File: config.mk
export PLATFORM = sky130hd
export DESIGN_NAME = pixel_hit_encoder
export DESIGN_NICKNAME = d
export VERILOG_FILES = /design/src/rtl/pixel_enc_pkg.sv /design/src/rtl/pixel_prio_enc.sv /design/src/rtl/pixel_hit_encoder.sv
export SDC_FILE = /design/constraint.sdc
export NUM_CORES = 1
export LEC_CHECK = 0
export CELL_PAD_IN_SITES_DETAIL_PLACEMENT = 1
export CELL_PAD_IN_SITES_GLOBAL_PLACEMENT = 2
export CORE_UTILIZATION = 36
export DETAILED_ROUTE_END_ITERATION = 7
export PLACE_DENSITY_LB_ADDON = 0.1
export SETUP_SLACK_MARGIN = 0.2
export SKIP_CTS_REPAIR_TIMING = 1
export SLEW_MARGIN = 10
export SYNTH_ARGS = -nofsm -noshare
export SYNTH_HDL_FRONTEND = slang
export SYNTH_SLANG_ARGS = --single-unit
export TNS_END_PERCENT = 30
File: constraint.sdc
create_clock -name clk -period 12.24 [get_ports clk]
set_input_delay 2.448 -clock clk [delete_from_list [all_inputs] [get_ports clk]]
set_output_delay 2.448 -clock clk [all_outputs]
set_load 0.02 [all_outputs]
File: src/rtl/pixel_enc_pkg.sv
// Shared types and constants for the pixel hit encoder.
package pixel_enc_pkg;

  localparam int unsigned TAG_W     = 8;
  localparam int unsigned HIT_CNT_W = 16;

  typedef enum logic [1:0] {
    StIdle,
    StSnap,
    StScan,
    StDone
  } enc_state_e;

endpackage

File: src/rtl/pixel_prio_enc.sv
// Lowest-set-bit priority encoder for one pixel group.
module pixel_prio_enc #(
  parameter int unsigned W = 8,
  localparam int unsigned IdxW = $clog2(W)
) (
  input  logic [W-1:0]    bits_i,
  output logic [IdxW-1:0] idx_o,
  output logic            nz_o
);

  // Scan from the top so the last write wins with the lowest set index.
  always_comb begin
    idx_o = '0;
    for (int i = W - 1; i >= 0; i--) begin
      if (bits_i[i]) idx_o = IdxW'(i);
    end
  end

  assign nz_o = |bits_i;

endmodule

File: src/rtl/pixel_hit_encoder.sv
// Frame-snapshot pixel hit encoder with a registered output FIFO.
// Optional frame tag in each word: define PIXEL_ENC_FRAME_TAG_EN.
module pixel_hit_encoder
  import pixel_enc_pkg::*;
#(
  parameter int unsigned NUM_GROUPS = 16,
  parameter int unsigned GROUP_W    = 8,
  parameter int unsigned FIFO_DEPTH = 16,
  localparam int unsigned ADDR_W    = $clog2(NUM_GROUPS) + $clog2(GROUP_W),
  localparam int unsigned NPIX      = NUM_GROUPS * GROUP_W,
`ifdef PIXEL_ENC_FRAME_TAG_EN
  localparam int unsigned OUT_W     = ADDR_W + TAG_W
`else
  localparam int unsigned OUT_W     = ADDR_W
`endif
) (
  input  logic                 clk,
  input  logic                 reset_pe,
  input  logic                 en,
  input  logic                 start,
  input  logic [NPIX-1:0]      state,
  output logic [NPIX-1:0]      pix_reset,
  output logic [OUT_W-1:0]     out_data,
  output logic                 out_valid,
  input  logic                 out_ready,
  output logic                 busy,
  output logic                 frame_done,
  output logic                 full,
  output logic                 empty,
  output logic [HIT_CNT_W-1:0] hit_count
);

  localparam int unsigned GidxW = $clog2(NUM_GROUPS);
  localparam int unsigned LidxW = $clog2(GROUP_W);
  localparam int unsigned PtrW  = $clog2(FIFO_DEPTH);

  enc_state_e           st_q, st_d;
  logic [NPIX-1:0]      snap_q, snap_d;
  logic [GidxW-1:0]     g_q, g_d;
  logic [HIT_CNT_W-1:0] hit_cnt_q, hit_cnt_d;
  logic [NPIX-1:0]      pix_reset_q, pix_reset_d;

  logic [GROUP_W-1:0]   grp_bits;
  logic [LidxW-1:0]     l_idx;
  logic                 grp_nz;
  logic [ADDR_W-1:0]    hit_addr;
  logic                 push_req, push, pop;
  logic                 fifo_full, fifo_empty;
  logic [OUT_W-1:0]     push_word;

  logic [OUT_W-1:0]     mem_q [FIFO_DEPTH];
  logic [PtrW:0]        wptr_q, rptr_q;

  assign grp_bits = snap_q[{g_q, {LidxW{1'b0}}} +: GROUP_W];
  assign hit_addr = {g_q, l_idx};

  pixel_prio_enc #(
    .W (GROUP_W)
  ) u_prio (
    .bits_i (grp_bits),
    .idx_o  (l_idx),
    .nz_o   (grp_nz)
  );

  always_comb begin
    st_d        = st_q;
    snap_d      = snap_q;
    g_d         = g_q;
    hit_cnt_d   = hit_cnt_q;
    pix_reset_d = '0;
    push_req    = 1'b0;
    if (en) begin
      unique case (st_q)
        StIdle: if (start) st_d = StSnap;
        StSnap: begin
          snap_d    = state;
          g_d       = '0;
          hit_cnt_d = '0;
          st_d      = StScan;
        end
        StScan: begin
          if (grp_nz) begin
            push_req = 1'b1;
            // A full FIFO stalls the scan with the snapshot untouched.
            if (!fifo_full) begin
              snap_d[hit_addr]      = 1'b0;
              pix_reset_d[hit_addr] = 1'b1;
              if (hit_cnt_q != '1) hit_cnt_d = hit_cnt_q + HIT_CNT_W'(1);
            end
          end else if (g_q == GidxW'(NUM_GROUPS - 1)) begin
            st_d = StDone;
          end else begin
            g_d = g_q + GidxW'(1);
          end
        end
        StDone:  st_d = StIdle;
        default: st_d = StIdle;
      endcase
    end
  end

  always_ff @(posedge clk or posedge reset_pe) begin
    if (reset_pe) begin
      st_q        <= StIdle;
      snap_q      <= '0;
      g_q         <= '0;
      hit_cnt_q   <= '0;
      pix_reset_q <= '0;
    end else begin
      st_q        <= st_d;
      snap_q      <= snap_d;
      g_q         <= g_d;
      hit_cnt_q   <= hit_cnt_d;
      pix_reset_q <= pix_reset_d;
    end
  end

`ifdef PIXEL_ENC_FRAME_TAG_EN
  logic [TAG_W-1:0] frame_q;

  always_ff @(posedge clk or posedge reset_pe) begin
    if (reset_pe) begin
      frame_q <= '0;
    end else if (en && st_q == StDone) begin
      frame_q <= frame_q + TAG_W'(1);
    end
  end

  assign push_word = {frame_q, hit_addr};
`else
  assign push_word = hit_addr;
`endif

  // Extra pointer MSB distinguishes full from empty when the indices match.
  assign fifo_empty = (wptr_q == rptr_q);
  assign fifo_full  = (wptr_q[PtrW] != rptr_q[PtrW]) &&
                      (wptr_q[PtrW-1:0] == rptr_q[PtrW-1:0]);
  assign push       = push_req && !fifo_full;
  assign pop        = !fifo_empty && out_ready;

  always_ff @(posedge clk or posedge reset_pe) begin
    if (reset_pe) begin
      wptr_q <= '0;
      rptr_q <= '0;
    end else begin
      if (push) wptr_q <= wptr_q + (PtrW + 1)'(1);
      if (pop)  rptr_q <= rptr_q + (PtrW + 1)'(1);
    end
  end

  always_ff @(posedge clk) begin
    if (push) mem_q[wptr_q[PtrW-1:0]] <= push_word;
  end

  assign out_data   = fifo_empty ? '0 : mem_q[rptr_q[PtrW-1:0]];
  assign out_valid  = !fifo_empty;
  assign full       = fifo_full;
  assign empty      = fifo_empty;
  assign busy       = (st_q != StIdle);
  assign frame_done = (st_q == StDone);
  assign hit_count  = hit_cnt_q;
  assign pix_reset  = pix_reset_q;

endmodule

# ---- After elaboration in Yosys (flattened, before gate mapping)
# Memory sizes are Yosys's and may differ from the RTL's.
# Index checks and enable logic that the tools add are counted.
dict set report word_totals {
  regBits 288
  latch_bits 0
  ramBits 112
  mem_bits_ro 0
  inputBits 133
  output_inout_bits 156
  word_cells 80
  memories 1
}
# memory words word_bits read_ports rd_clocked_by_memory_dff write_ports line
set memory_table {}
lappend memory_table {mem_q 16 7 1 0 1 pixel_hit_encoder.sv:51} ;# logic [OUT_W-1:0] mem_q [FIFO_DEPTH];
dict set report classes {
  addsub 4
  multipliers 0
  n_div 0
  order_cmp 2
  n_eq_ne 15
  shifts 1
  mux 34
  n_bitwise 2
  reduce_logical 14
}
# op n
set ops {}
lappend ops {{128-bit two-way mux} 6}
lappend ops {{128-bit one-hot mux with 2 select lines} 1}
lappend ops {{128-bit AND} 1}
lappend ops {{128-bit NOT} 1}
lappend ops {{128-bit by 8-bit indexed part select with 8-bit output} 1}
lappend ops {{16-bit two-way mux} 3}
lappend ops {{16-bit one-hot mux with 2 select lines} 1}
lappend ops {{3-bit two-way mux} 8}
lappend ops {{16-bit by 1-bit adder with 16-bit output, second input constant} 1}
lappend ops {{16-bit inequality test, second input constant} 1}
lappend ops {{2-bit inequality test, second input constant} 7}
lappend ops {{4-bit AND reduction} 3}
lappend ops {{5-bit by 1-bit adder with 5-bit output, second input constant} 2}
lappend ops {{7-bit by 8-bit < comparator with 1-bit output, second input constant} 1}
lappend ops {{4-bit two-way mux} 2}
lappend ops {{2-bit one-hot mux with 4 select lines} 1}
lappend ops {{4-bit one-hot mux with 2 select lines} 1}
lappend ops {{8-bit OR reduction} 1}
lappend ops {{1-bit demux with 7-bit select} 1}
lappend ops {{7-bit by 1-bit >= comparator with 1-bit output, second input constant} 1}
lappend ops {{7-bit two-way mux} 1}
lappend ops {{1-bit two-way mux} 6}
lappend ops {{2-bit two-way mux} 3}
lappend ops {{5-bit == test} 1}
lappend ops {{other kinds (11)} 17}

# ---- Longest topological paths before layout
dict set report logic_depth {
  word_depth 18
  ltp_mapped 13
}

# ---- Modules after synthesis
# From an unflattened synthesis, not the netlist that was laid out.
dict set report unflattened {
  cells_unflattened 1356
  hier_area_um2 17107.7
}
# module instances cells_each area_per_inst_um2
set by_module_without_submodules {}
lappend by_module_without_submodules {pixel_hit_encoder 1 1343 17026.3}
lappend by_module_without_submodules {pixel_prio_enc 1 13 81.3}

# ---- Worst setup path before layout
# OpenSTA, ideal clock, no wires.
dict set report synth_path {
  path_type {reg2out}
  startpoint {register rptr_q[0]}
  endpoint {output out_data[0]}
  arrival_ns 2.230
  setup_slack_ns 7.562
  stages_incl_launch_ff 6
  path_buffers 2
  path_cell_list {dfrtp_1 -> clkbuf_1 -> clkbuf_1 -> mux4_2 -> mux4_2 -> nor2b_1}
}
dict set report synth_between {
  elab_chain_len 2
}
# element line
set synth_rtl {}
lappend synth_rtl {{from (decl)} pixel_hit_encoder.sv:52} ;# logic [PtrW:0] wptr_q, rptr_q;
lappend synth_rtl {{from (signal assigned)} pixel_hit_encoder.sv:147} ;# if (pop) rptr_q <= rptr_q + (PtrW + 1)'(1);
lappend synth_rtl {{memory 16 x 7 bit / 5-bit == test (equally long branches)} --}
lappend synth_rtl {{7-bit two-way mux (*)} pixel_hit_encoder.sv:155} ;# assign out_data = fifo_empty ? '0 : mem_q[rptr_q[PtrW-1:0]];
lappend synth_rtl {{to (decl)} pixel_hit_encoder.sv:23} ;# output logic [OUT_W-1:0] out_data,
# Every way passes the cells marked *; elsewhere a longest branch is shown, timed or not.

# ---- Final worst setup path
dict set report layout_path {
  startpoint {register rptr_q[0]}
  endpoint {output out_data[4]}
}
# The elaborated chain is that of the path after synthesis.

==> results by group <==
Outcome
  • Status: finished, final reports clean

Timing
  • Slew @ Worst Pin: 1220 ps
  • RSZ-0062 raised after global routing: no
  • Max-slew headroom: 18.6%
  • Setup_tns: 0 ps
  • Slew Limit Fails: 0
  • # setup viols final: 0
  • Fmax: 169 MHz
  • Period utilization: 48.4%
  • Tmin final: 5920 ps
  • Worst Skew: 14.1 ps
  • Final-report hold violation count: 0

Global route
  • Overall global routing resource usage: 23.8%
  • First-pass GRT wire length: 87500 microns
  • Largest net degree at the start of global routing: 171
  • Overflow after GRT: 0
  • Vias in the first global route: 13200
  • Initial antenna violation count: 1

Job
  • Max-cap violations: 0

Critical path
  • CP dominant cell by count: mux4_2
  • CP Max Fanout: 32
  • Crit. End Element: output pin
  • CP cell instances: mux4_2 > mux4_2 > nor2b_1 > clkdlybuf4s50_1
  • Startpoint types: register
  • Critical path required time: 9790 ps
  • Slowest CP cell: dfrtp_2
  • CP Class: register to output pin
  • Critical Path AT: 3480 ps
  • Delay of the slowest critical-path stage: 1040 ps

Clock tree
  • Htree depth: 2
  • Cts bufs inserted: 45
  • CTS tree: built
  • Clock slew at reported path FFs: 60 ps
  • Worst skew pair latency: 570 ps
  • Clock Path Buffers: 3
  • Root Buffer: clkbuf_16
  • Clock sinks: 400

Yosys
  • Ys async rst share: 72.0%
  • Gate Count Post-Synth: 1385
  • Syn. warnings: 0
  • Netlist cell types: 64
  • Register area share after synthesis: 60.9%
  • EDFF count, synth: 112
  • Post-synth design cell area: 0.0174 sq mm
  • Syn_area_per_cell: 12.5 sq um
  • #FFs+latches synth: 400
  • Prevailing post-synth register cell: dfrtp_1
  • Synth Net Count: 1533

Floorplanning
  • Die Height: 222 microns
  • Die area: 0.0491 sq mm
  • Initial Util: 36.4%
  • Core area: 0.0476 sq mm
  • Die Wd: 222 microns
  • Ports: 289
  • Rows: 80

Power
  • Combinational share of power: 31.3%
  • Switch Pwr: 1.60 mW
  • Switching part of the total: 33.7%
  • Pwr dens: 214 mW/mm^2
  • Max VDD drop: 0.115 mV
  • Reg power frac: 39.4%
  • Pwr Total: 4.76 mW
  • Pint: 3.15 mW
  • Clock power frac: 29.3%
  • Static leakage: 8.84 nW

Cells and area
  • P&R area growth vs syn: 28.4%
  • Storage cell area: 0.0106 sq mm
  • Share of cells above drive strength 1: 11.3%
  • Area of the multi-input gates: 0.00630 sq mm
  • Most common cell after layout, fill and taps aside: clkdlybuf4s50_1
  • Most frequent cells in the layout: 288 x clkdlybuf4s50_1, 285 x dfrtp_1, 154 x nor2_1
  • NumNets Final: 1778
  • Fill count: 4924

Detailed routing
  • Post-route DRC: 0
  • ANT nets after route: 0
  • Number of DRC markers in iteration 0: 878
  • Routed WL: 58000 microns
  • Via density: 5.54
  • Wire per inst: 25.4 microns
  • First-pass iteration count of the detailed router: 5
  • Vias after detailed routing: 12700

Min path
  • HP Class: register to register

Placed design
  • RD Place Congestion: 0.779
  • Detail Placement HPWL: 38700 microns
  • I/O Buffers: 288
-- critical path: cells and delay by family, from the launching register on --
family,cells,cell delay (ps)
muxes,2,1130
DFF,1,1040
buffers and inverters,1,560
and+or+nand+nor,1,150
-- power groups by stage --
stage	sequential, mW	clock [mW]	combinational [mW]
finish	1.87	1.39	1.49
global route	1.90	1.47	1.63
CTS	1.87	1.42	1.50
detailed placement	1.89	0	1.49
global placement	1.88	0	1.46
floorplan	1.78	0	1.12
-- cells by family after synthesis --
kind of cell / share of synthesized area [%]
AO/OA/AOI/OAI: 10.9
buffers and inverters: 3.12
multiplexers: 11.0
AND/OR/NAND/NOR: 12.3
XOR/XNOR: 0.656
adder cells (fa/ha/maj): 1.08
flip-flops: 60.9
-- sequential cells by signal, indices dropped and copies added, names as in the netlist --
signal,count
g_q,4
hit_count,16
mem_q,112
pix_reset,128
rptr_q,5
snap_q,128
st_q,2
wptr_q,5
-- synthesized netlist by cell type (all sizes together) (3+ instances only) --
master	count	share of area (%)
dfrtp	288	42
nor2	156	3.4
nand2	131	2.9
edfxtp	112	19
a21oi	91	2.6
clkbuf	73	1.6
mux4	67	8.7
nand3	47	1.4
o21ai	39	1.2
mux2i	37	2.1
buf	36	1.2
a22o	35	1.8
a221o	29	1.7
and2	27	0.97
nor3	23	0.79
o211ai	18	0.78
and3	17	0.61
o22ai	16	0.58
a211o	15	0.76
ha	15	1.1
inv	13	0.28
nand4	9	0.36
nor2b	9	0.32
xnor2	9	0.45
or4	8	0.35
a21o	5	0.22
and4	5	0.25
nand2b	5	0.18
nor4b	5	0.34
a22oi	4	0.23
a31oi	4	0.14
nor3b	4	0.17
o31ai	4	0.17
xor2	4	0.20
mux2	3	0.19
nor4	3	0.19
-- routing by layer --
metal	vias to the layer above	GRT usage, %	part of all wire, %
met5	-	0	0
met4	0	5.24	1.8
met3	64	3.26	3.5
met2	283	40.3	50
met1	6734	32.6	44
li1	5571	-	-
-- through the flow --
stage | hold slack (ps) | setup slack (ps) | util, % | cell area (sq um) | instances
after floorplan | 461 | 1840 | - | 17400 | 1385
after global placement | 476 | 6650 | 43.5 | 20700 | 2198
after detailed placement | 475 | 6530 | 43.5 | 20700 | 2198
after CTS | 487 | 6190 | 46.7 | 22300 | 2281
after global routing | 497 | 6060 | 46.7 | 22300 | 2282
final | 482 | 6320 | 46.7 | 22300 | 2282
-- layout make-up --
class | instances | area share, %
sequential | 400 | 47.5
multi-input combinational | 862 | 28.3
timing repair buffer | 307 | 13.6
clock buffer | 67 | 6.11
tap | 615 | 3.45
clock inverter | 16 | 0.764
inverter | 14 | 0.270
antenna | 1 | 0.0112
-- final timing paths --
path                            slack, ps  cells past startpoint                   from                       end
worst max-delay path                 6320                      4  rptr_q[0]$_DFFE_PP0P_               out_data[4]
worst min register to register        480                      1  wptr_q[4]$_DFFE_PP0P_     wptr_q[4]$_DFFE_PP0P_
max in group asynchronous            7580                      4               reset_pe   pix_reset[79]$_DFF_PP0_
worst max register to register       6980                      8     g_q[3]$_DFFE_PP0P_     mem_q[7][3]$_DFFE_PP_
min in group asynchronous            2340                      2               reset_pe  hit_count[8]$_DFFE_PP0P_
worst min-delay path                  480                      1  wptr_q[4]$_DFFE_PP0P_     wptr_q[4]$_DFFE_PP0P_
(Power assumes the default switching activity.)
